--- src/rtl/mem_arbiter_if.sv ---
// Bus bundle between the two requesters (fetch on port 0, load/store on port 1),
// the arbiter, and the unified word-addressed memory.
interface mem_arbiter_if #(
  parameter int AW = 32,
  parameter int DW = 32
);
  logic          req0;
  logic          we0;
  logic [AW-1:0] addr0;
  logic [DW-1:0] wdata0;
  logic          ack0;
  logic [DW-1:0] rdata0;

  logic          req1;
  logic          we1;
  logic [AW-1:0] addr1;
  logic [DW-1:0] wdata1;
  logic          ack1;
  logic [DW-1:0] rdata1;

  logic          MemRead;
  logic          MemWrite;
  logic [AW-1:0] Address;
  logic [DW-1:0] WriteData;
  logic [DW-1:0] ReadData;

  modport slave (
    input  req0, we0, addr0, wdata0,
    input  req1, we1, addr1, wdata1,
    input  ReadData,
    output ack0, rdata0, ack1, rdata1,
    output MemRead, MemWrite, Address, WriteData
  );

  modport master (
    output req0, we0, addr0, wdata0,
    output req1, we1, addr1, wdata1,
    output ReadData,
    input  ack0, rdata0, ack1, rdata1,
    input  MemRead, MemWrite, Address, WriteData
  );
endinterface

--- src/rtl/mem_arbiter.sv ---
// Two-port round-robin arbiter that serialises fetch and load/store accesses
// onto one memory, holding the controls for LATENCY cycles per access.
//
//   state | meaning
//   IDLE  | no access; arbitrate pending requests
//   BUSY  | memory controls driven, cnt counts down to 0
//   RESP  | one-cycle ack to the served port, record it as last grant
module mem_arbiter #(
  parameter int LATENCY = 1,
  parameter int AW      = 32,
  parameter int DW      = 32
) (
  input logic          clk,
  input logic          rst,
  mem_arbiter_if.slave bus
);
  localparam int CW = (LATENCY < 1) ? 1 : $clog2(LATENCY + 1);

  typedef enum logic [1:0] {
    IDLE = 2'd0,
    BUSY = 2'd1,
    RESP = 2'd2
  } state_t;

  state_t        state_q, state_d;
  logic          id_q, id_d;
  logic          we_q, we_d;
  logic          last_gnt_q, last_gnt_d;
  logic          ack0_q, ack0_d;
  logic          ack1_q, ack1_d;
  logic [AW-1:0] addr_q, addr_d;
  logic [DW-1:0] wdata_q, wdata_d;
  logic [DW-1:0] rdata0_q, rdata0_d;
  logic [DW-1:0] rdata1_q, rdata1_d;
  logic [CW-1:0] cnt_q, cnt_d;
  logic          gnt;
  logic          busy;
  logic          cnt_zero;

  assign busy     = (state_q == BUSY);
  assign cnt_zero = (cnt_q == '0);

  always_comb begin
    state_d    = state_q;
    id_d       = id_q;
    we_d       = we_q;
    last_gnt_d = last_gnt_q;
    addr_d     = addr_q;
    wdata_d    = wdata_q;
    rdata0_d   = rdata0_q;
    rdata1_d   = rdata1_q;
    cnt_d      = cnt_q;
    ack0_d     = 1'b0;
    ack1_d     = 1'b0;
    // On a tie the port that did not win last time is served.
    gnt        = (bus.req0 & bus.req1) ? ~last_gnt_q : bus.req1;

    case (state_q)
      IDLE: begin
        if (bus.req0 | bus.req1) begin
          id_d    = gnt;
          we_d    = gnt ? bus.we1    : bus.we0;
          addr_d  = gnt ? bus.addr1  : bus.addr0;
          wdata_d = gnt ? bus.wdata1 : bus.wdata0;
          cnt_d   = CW'(LATENCY - 1);
          state_d = BUSY;
        end
      end
      BUSY: begin
        if (cnt_zero) begin
          if (!we_q) begin
            if (id_q) rdata1_d = bus.ReadData;
            else      rdata0_d = bus.ReadData;
          end
          ack0_d  = ~id_q;
          ack1_d  = id_q;
          state_d = RESP;
        end else begin
          cnt_d = cnt_q - CW'(1);
        end
      end
      RESP: begin
        last_gnt_d = id_q;
        state_d    = IDLE;
      end
      default: state_d = IDLE;
    endcase
  end

  always_ff @(posedge clk) begin
    if (rst) begin
      state_q    <= IDLE;
      id_q       <= 1'b0;
      we_q       <= 1'b0;
      last_gnt_q <= 1'b1;
      addr_q     <= '0;
      wdata_q    <= '0;
      rdata0_q   <= '0;
      rdata1_q   <= '0;
      cnt_q      <= '0;
      ack0_q     <= 1'b0;
      ack1_q     <= 1'b0;
    end else begin
      state_q    <= state_d;
      id_q       <= id_d;
      we_q       <= we_d;
      last_gnt_q <= last_gnt_d;
      addr_q     <= addr_d;
      wdata_q    <= wdata_d;
      rdata0_q   <= rdata0_d;
      rdata1_q   <= rdata1_d;
      cnt_q      <= cnt_d;
      ack0_q     <= ack0_d;
      ack1_q     <= ack1_d;
    end
  end

  // Gating with rst keeps an aborted access from writing memory or acking.
  assign bus.ack0      = ack0_q & ~rst;
  assign bus.ack1      = ack1_q & ~rst;
  assign bus.rdata0    = rdata0_q;
  assign bus.rdata1    = rdata1_q;
  assign bus.MemRead   = busy & ~we_q;
  assign bus.MemWrite  = busy & we_q & cnt_zero & ~rst;
  assign bus.Address   = busy ? addr_q  : '0;
  assign bus.WriteData = busy ? wdata_q : '0;
endmodule

--- src/flat_wrapper.sv ---
// flat-port wrapper written by rule: the top's interface ports become plain ports
module mem_arbiter_flat 
#(
  parameter int LATENCY = 1,
  parameter int AW      = 32,
  parameter int DW      = 32
)
  (clk, rst, bus_req0, bus_we0, bus_addr0, bus_wdata0, bus_req1, bus_we1, bus_addr1, bus_wdata1, bus_ReadData, bus_ack0, bus_rdata0, bus_ack1, bus_rdata1, bus_MemRead, bus_MemWrite, bus_Address, bus_WriteData);
  mem_arbiter_if #(.AW(AW), .DW(DW)) bus_i ();
  input logic clk;
  input logic rst;
  input wire logic [$bits(bus_i.req0)-1:0] bus_req0;
  input wire logic [$bits(bus_i.we0)-1:0] bus_we0;
  input wire logic [$bits(bus_i.addr0)-1:0] bus_addr0;
  input wire logic [$bits(bus_i.wdata0)-1:0] bus_wdata0;
  input wire logic [$bits(bus_i.req1)-1:0] bus_req1;
  input wire logic [$bits(bus_i.we1)-1:0] bus_we1;
  input wire logic [$bits(bus_i.addr1)-1:0] bus_addr1;
  input wire logic [$bits(bus_i.wdata1)-1:0] bus_wdata1;
  input wire logic [$bits(bus_i.ReadData)-1:0] bus_ReadData;
  output wire logic [$bits(bus_i.ack0)-1:0] bus_ack0;
  output wire logic [$bits(bus_i.rdata0)-1:0] bus_rdata0;
  output wire logic [$bits(bus_i.ack1)-1:0] bus_ack1;
  output wire logic [$bits(bus_i.rdata1)-1:0] bus_rdata1;
  output wire logic [$bits(bus_i.MemRead)-1:0] bus_MemRead;
  output wire logic [$bits(bus_i.MemWrite)-1:0] bus_MemWrite;
  output wire logic [$bits(bus_i.Address)-1:0] bus_Address;
  output wire logic [$bits(bus_i.WriteData)-1:0] bus_WriteData;
  assign bus_i.req0 = bus_req0;
  assign bus_i.we0 = bus_we0;
  assign bus_i.addr0 = bus_addr0;
  assign bus_i.wdata0 = bus_wdata0;
  assign bus_i.req1 = bus_req1;
  assign bus_i.we1 = bus_we1;
  assign bus_i.addr1 = bus_addr1;
  assign bus_i.wdata1 = bus_wdata1;
  assign bus_i.ReadData = bus_ReadData;
  assign bus_ack0 = bus_i.ack0;
  assign bus_rdata0 = bus_i.rdata0;
  assign bus_ack1 = bus_i.ack1;
  assign bus_rdata1 = bus_i.rdata1;
  assign bus_MemRead = bus_i.MemRead;
  assign bus_MemWrite = bus_i.MemWrite;
  assign bus_Address = bus_i.Address;
  assign bus_WriteData = bus_i.WriteData;
  mem_arbiter #(.LATENCY(LATENCY), .AW(AW), .DW(DW)) u_core (.clk(clk), .rst(rst), .bus(bus_i));
endmodule
--- config.mk ---
export PLATFORM = sky130hd
export DESIGN_NAME = mem_arbiter_flat
export DESIGN_NICKNAME = d
export VERILOG_FILES = /design/src/rtl/mem_arbiter_if.sv /design/src/rtl/mem_arbiter.sv /design/src/flat_wrapper.sv
export SDC_FILE = /design/constraint.sdc
export NUM_CORES = 1
export LEC_CHECK = 0
export ABC_AREA = 0
export BUFFER_PORTS_ARGS = -buffer_cell sky130_fd_sc_hd__buf_2
export CAP_MARGIN = 40
export CORE_ASPECT_RATIO = 1.2
export CORE_MARGIN = 3
export CORE_UTILIZATION = 45
export DETAILED_ROUTE_END_ITERATION = 10
export GPL_ROUTABILITY_DRIVEN = 1
export HOLD_SLACK_MARGIN = 0.12
export PLACE_DENSITY = 0.79
export SLEW_MARGIN = 20
export SYNTH_ARGS = -nofsm -noshare
export SYNTH_HDL_FRONTEND = slang
export SYNTH_SLANG_ARGS = --single-unit
--- constraint.sdc ---
create_clock -name clk -period 2.1 [get_ports clk]
set_clock_uncertainty 0.1 [all_clocks]
set_input_delay 0.315 -clock clk [delete_from_list [all_inputs] [get_ports clk]]
set_output_delay 0.315 -clock clk [all_outputs]
set_load 0.05 [all_outputs]
### Word-level counts from Yosys, hierarchy flattened

Index checks and enable logic that the tools add are counted.

* register bits after elaboration: 136
* bits of input ports: 166
* logic and storage cells: 50

* add/sub/neg operators: 1
* eq/ne operators: 4
* muxes and demuxes: 12
* bitwise gates (word level): 14
* reductions and logical operators: 8

Operators with widths (count)
* 2-to-1 mux 32 bit: 4
* AND reduction 4 bit: 2
* bitwise AND 1 bit: 7
* inverter 1 bit: 6
* AND reduction 2 bit: 3
* 2-to-1 mux 1 bit: 4
* 2-to-1 mux 2 bit: 2
* case mux 2 bit (2 select lines): 1
* OR reduction 3 bit: 1
* equality test 2 x 1 -> 1 bit, second input constant: 1
* equality test 2 bit, second input constant: 1
* logical NOT 2 bit: 1
* inequality test 2 x 1 -> 1 bit, second input constant: 1
* inequality test 2 bit, second input constant: 1
* case mux 1 bit (2 select lines): 1
* nonzero test 2 bit: 1
* OR 1 bit: 1
* subtractor 1 bit, second input constant: 1

### Depth between registers and ports, before layout

* depth after elaboration: 4
* gate-level depth with buffers: 6
* depth with buffers taken out: 3

### Least setup slack after synthesis

Ideal clock, no wire load.

* path kind: reg-to-output
* from: register u_core.state_q[0]
* to: output port bus_Address[0]
* arrival time: 1432 ps
* required time: 1685 ps
* slack: 253 ps
* stages on the path, launching flop included: 5
* buffers on the path: 2
* cells stage by stage: dfxtp_1 -> nor2b_1 -> clkbuf_1 -> clkbuf_1 -> and2_1

* word-level cells in the longest chain between the ends: 2

Ends and longest elaborated chain
* start: declaration: RTL line mem_arbiter.sv:25 `state_t state_q, state_d;`
* start signal: assignment: RTL line mem_arbiter.sv:104 `state_q <= state_d;`
* equality test 2 x 1 -> 1 bit: RTL line mem_arbiter.sv:40 `assign busy = (state_q == BUSY);`
* 2-to-1 mux 32 bit: RTL line mem_arbiter.sv:125 `assign bus.Address = busy ? addr_q : '0;`
* end: declaration: RTL line flat_wrapper.sv:27 `output wire logic [$bits(bus_i.Address)-1:0] bus_Address;`

Every way passes these cells.

### Worst setup path in the final report

* from: register u_core.last_gnt_q
* to: register u_core.wdata_q[9]

* word-level cells in the longest chain between the ends: 3

Ends and longest elaborated chain
* start: declaration: RTL line mem_arbiter.sv:28 `logic last_gnt_q, last_gnt_d;`
* start signal: assignment: RTL line mem_arbiter.sv:107 `last_gnt_q <= last_gnt_d;`
* inverter 1 bit: RTL line mem_arbiter.sv:56 `gnt = (bus.req0 & bus.req1) ? ~last_gnt_q : bus.req1;`
* 2-to-1 mux 1 bit: RTL line mem_arbiter.sv:56
* 2-to-1 mux 32 bit: RTL line mem_arbiter.sv:64 `wdata_d = gnt ? bus.wdata1 : bus.wdata0;`
* end signal: assignment: RTL line mem_arbiter.sv:109 `wdata_q <= wdata_d;`
* end: declaration: RTL line mem_arbiter.sv:32 `logic [DW-1:0] wdata_q, wdata_d;`

Every way passes these cells.
A chain may end at the register's enable or synchronous reset.

==> summary.txt <==
Placement
  – # port buffers: 297
  – Final Wtd Congestion: 0.808
  – Placed insts: 1,157
  – DP Wirelength: 13,100 µm

Hold path
  – Worst hold path startpoint: bus_addr0[27]
  – End point of the most critical hold path: u_core.addr_q[27]
  – WHS Path Cells: 3
  – Min-Delay Path Class: in -> reg

Floorplanning
  – Boundary pin count: 298
  – Area of the placeable core: 12,900 µm²
  – Core Rows: 45
  – Vert. Die Dim: 133 µm
  – Initial core utilization: 0.470
  – Area enclosed by the die boundary: 15,000 µm²
  – Die outline width: 112 µm

STA
  – Setup slack of the critical path after layout: -0.897 ps
  – Max transition margin: 0.606
  – Maximum clock frequency: 476 MHz
  – Sum of negative setup slack: -0.897 ps
  – Final setup violation count: 1
  – Worst slew pin tran: 591 ps
  – Max-slew violation count: 0
  – Final-report hold violation count: 0
  – Post-route minimum period: 2100 ps
  – Ratio of final minimum period to clock period: 1.00

Power
  – Leakage power: 4.55 nW
  – Clock share of power: 0.391
  – Fraction of power spent switching nets: 0.323
  – Highest ir drop seen on vdd: 615 µV
  – Proportion of power drawn by combinational gates: 0.244
  – Power per cell area: 791 nW/µm²
  – Reported net switching power: 2.56 mW
  – Internal cell power: 5.37 mW
  – Sequential cell fraction of total power: 0.365
  – Final Total Pwr: 7.92 mW

GRT
  – Maximum number of pins on one net before global-route repair: 51
  – Global routing usage summed across all routing layers: 0.314
  – Via count of the first global-routing pass: 7,637
  – First-pass GRT wire length: 38,300 µm
  – Overflow left after global routing: 0
  – Initial antenna violation count: 1

Synth
  – Post-Syn Instances: 749
  – Main area contributors after synthesis: sky130_fd_sc_hd__dfxtp_1, sky130_fd_sc_hd__nand2_1, sky130_fd_sc_hd__a21oi_1
  – Basic-gate share of the synthesized area counting and, or, nand and nor cells: 0.248
  – EDFF count, synth: 0
  – Net count after synthesis: 915
  – Distinct cell type count after synthesis: 26
  – Post-synth ARST share: 0
  – Total standard cell area after synthesis: 6080 µm²
  – Number of synthesis warnings: 0
  – Area share of xor/xnor cells in the synthesized design: 0
  – Area share of the leading cell type in the synthesized netlist: 0.444
  – Top flip-flop cell by instance count after synthesis: sky130_fd_sc_hd__dfxtp_1
  – Share of the synthesized area in compound gates (AO/OA/AOI/OAI): 0.247
  – Flop and latch count out of synthesis: 135
  – Synth Area in Adders: 0
  – Avg Inst Size Synth: 8.12 µm²
  – Seq/Total Area, Yosys: 0.444
  – Area leader, netlist: sky130_fd_sc_hd__dfxtp_1
  – Largest family of logic cells by synthesized area: simple AND/OR/NAND/NOR gates
  – Multiplexer share of the synthesized area: 0

Clock tree
  – Skew-Pair Late Insertion Delay: 410 ps
  – Sink Count: 135
  – TritonCTS clock tree: done
  – TritonCTS Buffers: 17
  – H-tree lvl count: 4
  – # Post-CTS Setup Buffers: 0
  – Clock Pin Slew Worst Setup and Hold Paths: 70 ps
  – Largest buffer count on any clock path: 2
  – Root Driver: sky130_fd_sc_hd__clkbuf_16

Detailed routing
  – Total via count after detailed routing: 7,615
  – Pre-Repair DR Iteration Count: 5
  – Avg Vias per Cell: 5.64
  – Average wire length per cell after detail routing: 18.5 µm
  – Remaining design rule violation count: 0
  – Antenna violation net count after detailed routing: 0
  – Drt initial violations: 848
  – Total length of routed wires: 25,100 µm

Layout
  – Synthesis-to-layout area growth: 64.7%
  – Commonest non-fill, non-tap cell in the layout: sky130_fd_sc_hd__nand2_1
  – Fraction of layout cells with a size suffix above 1: 0.338
  – Net count of the finished layout: 1,338
  – Post-route insts no fill: 1,351
  – Most frequent cells in the layout: sky130_fd_sc_hd__nand2_1, sky130_fd_sc_hd__buf_2, sky130_fd_sc_hd__dlygate4sd3_1, sky130_fd_sc_hd__dfxtp_1, sky130_fd_sc_hd__a21oi_1

Setup path
  – Source of the worst register-to-register timing path: u_core.last_gnt_q
  – Largest delay share family, worst path: buffers and inverters
  – Type of the worst setup path: reg -> reg
  – Type of origin of the critical path: flip-flop
  – Critical-path cell list: a21boi_4 > buf_8 > nand2_1 > a311oi_2 > dlygate4sd3_1
  – Standard cell with the maximum stage delay on the critical path: sky130_fd_sc_hd__dlygate4sd3_1
  – Endpoint class of the critical path: flip-flop
  – Reg2Reg Capture Point: u_core.wdata_q[9]
  – Worst reg-to-reg setup slack: -0.9 ps
  – Arrival @ worst endpoint: 2350 ps
  – CP Data Required Time: 2350 ps
  – Crit path max fanout: 41
  – Number of cells on the worst reg-to-reg path: 5
  – Number of buffer and inverter instances along the worst setup path: 2
  – Delay of the slowest cell on the worst path: 600 ps

Run status
  – Run status: finished with violations
  – Failing checks: negative setup slack

Job
  – Max-capacitance violation count: 0
==> worst register-to-register path, stage by stage (launching register included) <==
cell and delay, ps:
sky130_fd_sc_hd__dfxtp_1 370, sky130_fd_sc_hd__a21boi_4 190, sky130_fd_sc_hd__buf_8 280, sky130_fd_sc_hd__nand2_1 190, sky130_fd_sc_hd__a311oi_2 320, sky130_fd_sc_hd__dlygate4sd3_1 600
==> how the worst max path moves through the flow <==
stage                 startpoint                end  slack, ps  cells past startpoint
2_1_floorplan  u_core.state_q[0]     bus_Address[0]        250                      4
3_3_place_gp   u_core.state_q[0]   bus_WriteData[2]        340                      4
3_5_place_dp   u_core.state_q[0]  bus_WriteData[27]        300                      4
4_1_cts        u_core.state_q[1]     bus_Address[0]        0.9                      4
5_1_grt        u_core.last_gnt_q  u_core.wdata_q[9]        -50                      5
6_report       u_core.last_gnt_q  u_core.wdata_q[9]       -0.9                      5
==> repair_timing <==
| item | in CTS | in global routing |
|---|---|---|
| hold endpoints to repair | 129 | 0 |
| pin swaps | 0 | 1 |
| hold buffers | 160 | 0 |
| endpoints found under the setup margin | 65 | 113 |
| gates resized for setup | 26 | 48 |
==> registers in the layout, summed over array words and instances, names as in the netlist <==
register           count
u_core.state_q         2
u_core.bus.rdata1     32
u_core.ack0_q          1
u_core.bus.rdata0     32
u_core.id_q            1
u_core.last_gnt_q      1
u_core.ack1_q          1
u_core.we_q            1
u_core.wdata_q        32
u_core.addr_q         32
==> cell type report <==
cell class	instances	area [µm²]
Fill cell	759	2930
Sequential cell	135	2710
Clock inverter	15	180
Antenna cell	2	5.00
Timing Repair Buffer	477	3440
Tap cell	164	205
Clock buffer	17	425
Multi-Input combinational cell	541	3050
==> layer usage <==
metal | part of all wire | global-route usage | vias to the layer above | wire length (µm)
met3 | 0.10 | 0.0809 | 132 | 2530
met2 | 0.49 | 0.539 | 605 | 12400
met1 | 0.35 | 0.352 | 3486 | 8760
met4 | 0.056 | 0.176 | 0 | 1400
li1 | - | - | 3392 | -
met5 | 0 | 0 | - | 0
==> power groups by stage <==
stage / Clock [mW] / Combinational [mW] / Sequential, mW
2_1_floorplan: 0 / 0.924 / 3.04
3_3_place_gp: 0 / 1.45 / 2.93
3_5_place_dp: 0 / 1.47 / 2.93
4_1_cts: 3.12 / 1.79 / 2.87
5_1_grt: 3.25 / 2.04 / 2.90
6_report: 3.10 / 1.93 / 2.89
==> through the flow <==
stage / utilization / worst slack (ps) / hold slack [ps] / instance area (µm²)
5_1_grt: 0.774 / -49.6 / 165 / 10000
6_report: 0.774 / -0.897 / 175 / 10000
2_1_floorplan: - / 253 / 351 / 6080
4_1_cts: 0.763 / 0.859 / 125 / 9890
3_5_place_dp: 0.588 / 302 / 343 / 7620
3_3_place_gp: 0.588 / 343 / 339 / 7620
==> kinds of logic (layout without fill, tap and decap cells) <==
group / Yosys count / count (layout)
simple gates: 342 / 342
compound gates: 199 / 199
flops: 135 / 135
buf+inv: 73 / 509
other cells: 0 / 2
==> synth_stat cells (2+ instances only) <==
master / number
sky130_fd_sc_hd__nand2_1: 258
sky130_fd_sc_hd__dfxtp_1: 135
sky130_fd_sc_hd__a21oi_1: 130
sky130_fd_sc_hd__and2_1: 67
sky130_fd_sc_hd__a311oi_2: 39
sky130_fd_sc_hd__clkbuf_1: 39
sky130_fd_sc_hd__a311oi_1: 26
sky130_fd_sc_hd__buf_2: 21
sky130_fd_sc_hd__buf_6: 8
sky130_fd_sc_hd__nor2b_1: 6
sky130_fd_sc_hd__buf_1: 3
sky130_fd_sc_hd__a21bo_2: 2
sky130_fd_sc_hd__nor2_1: 2
Power figures use the tool's default switching activity.
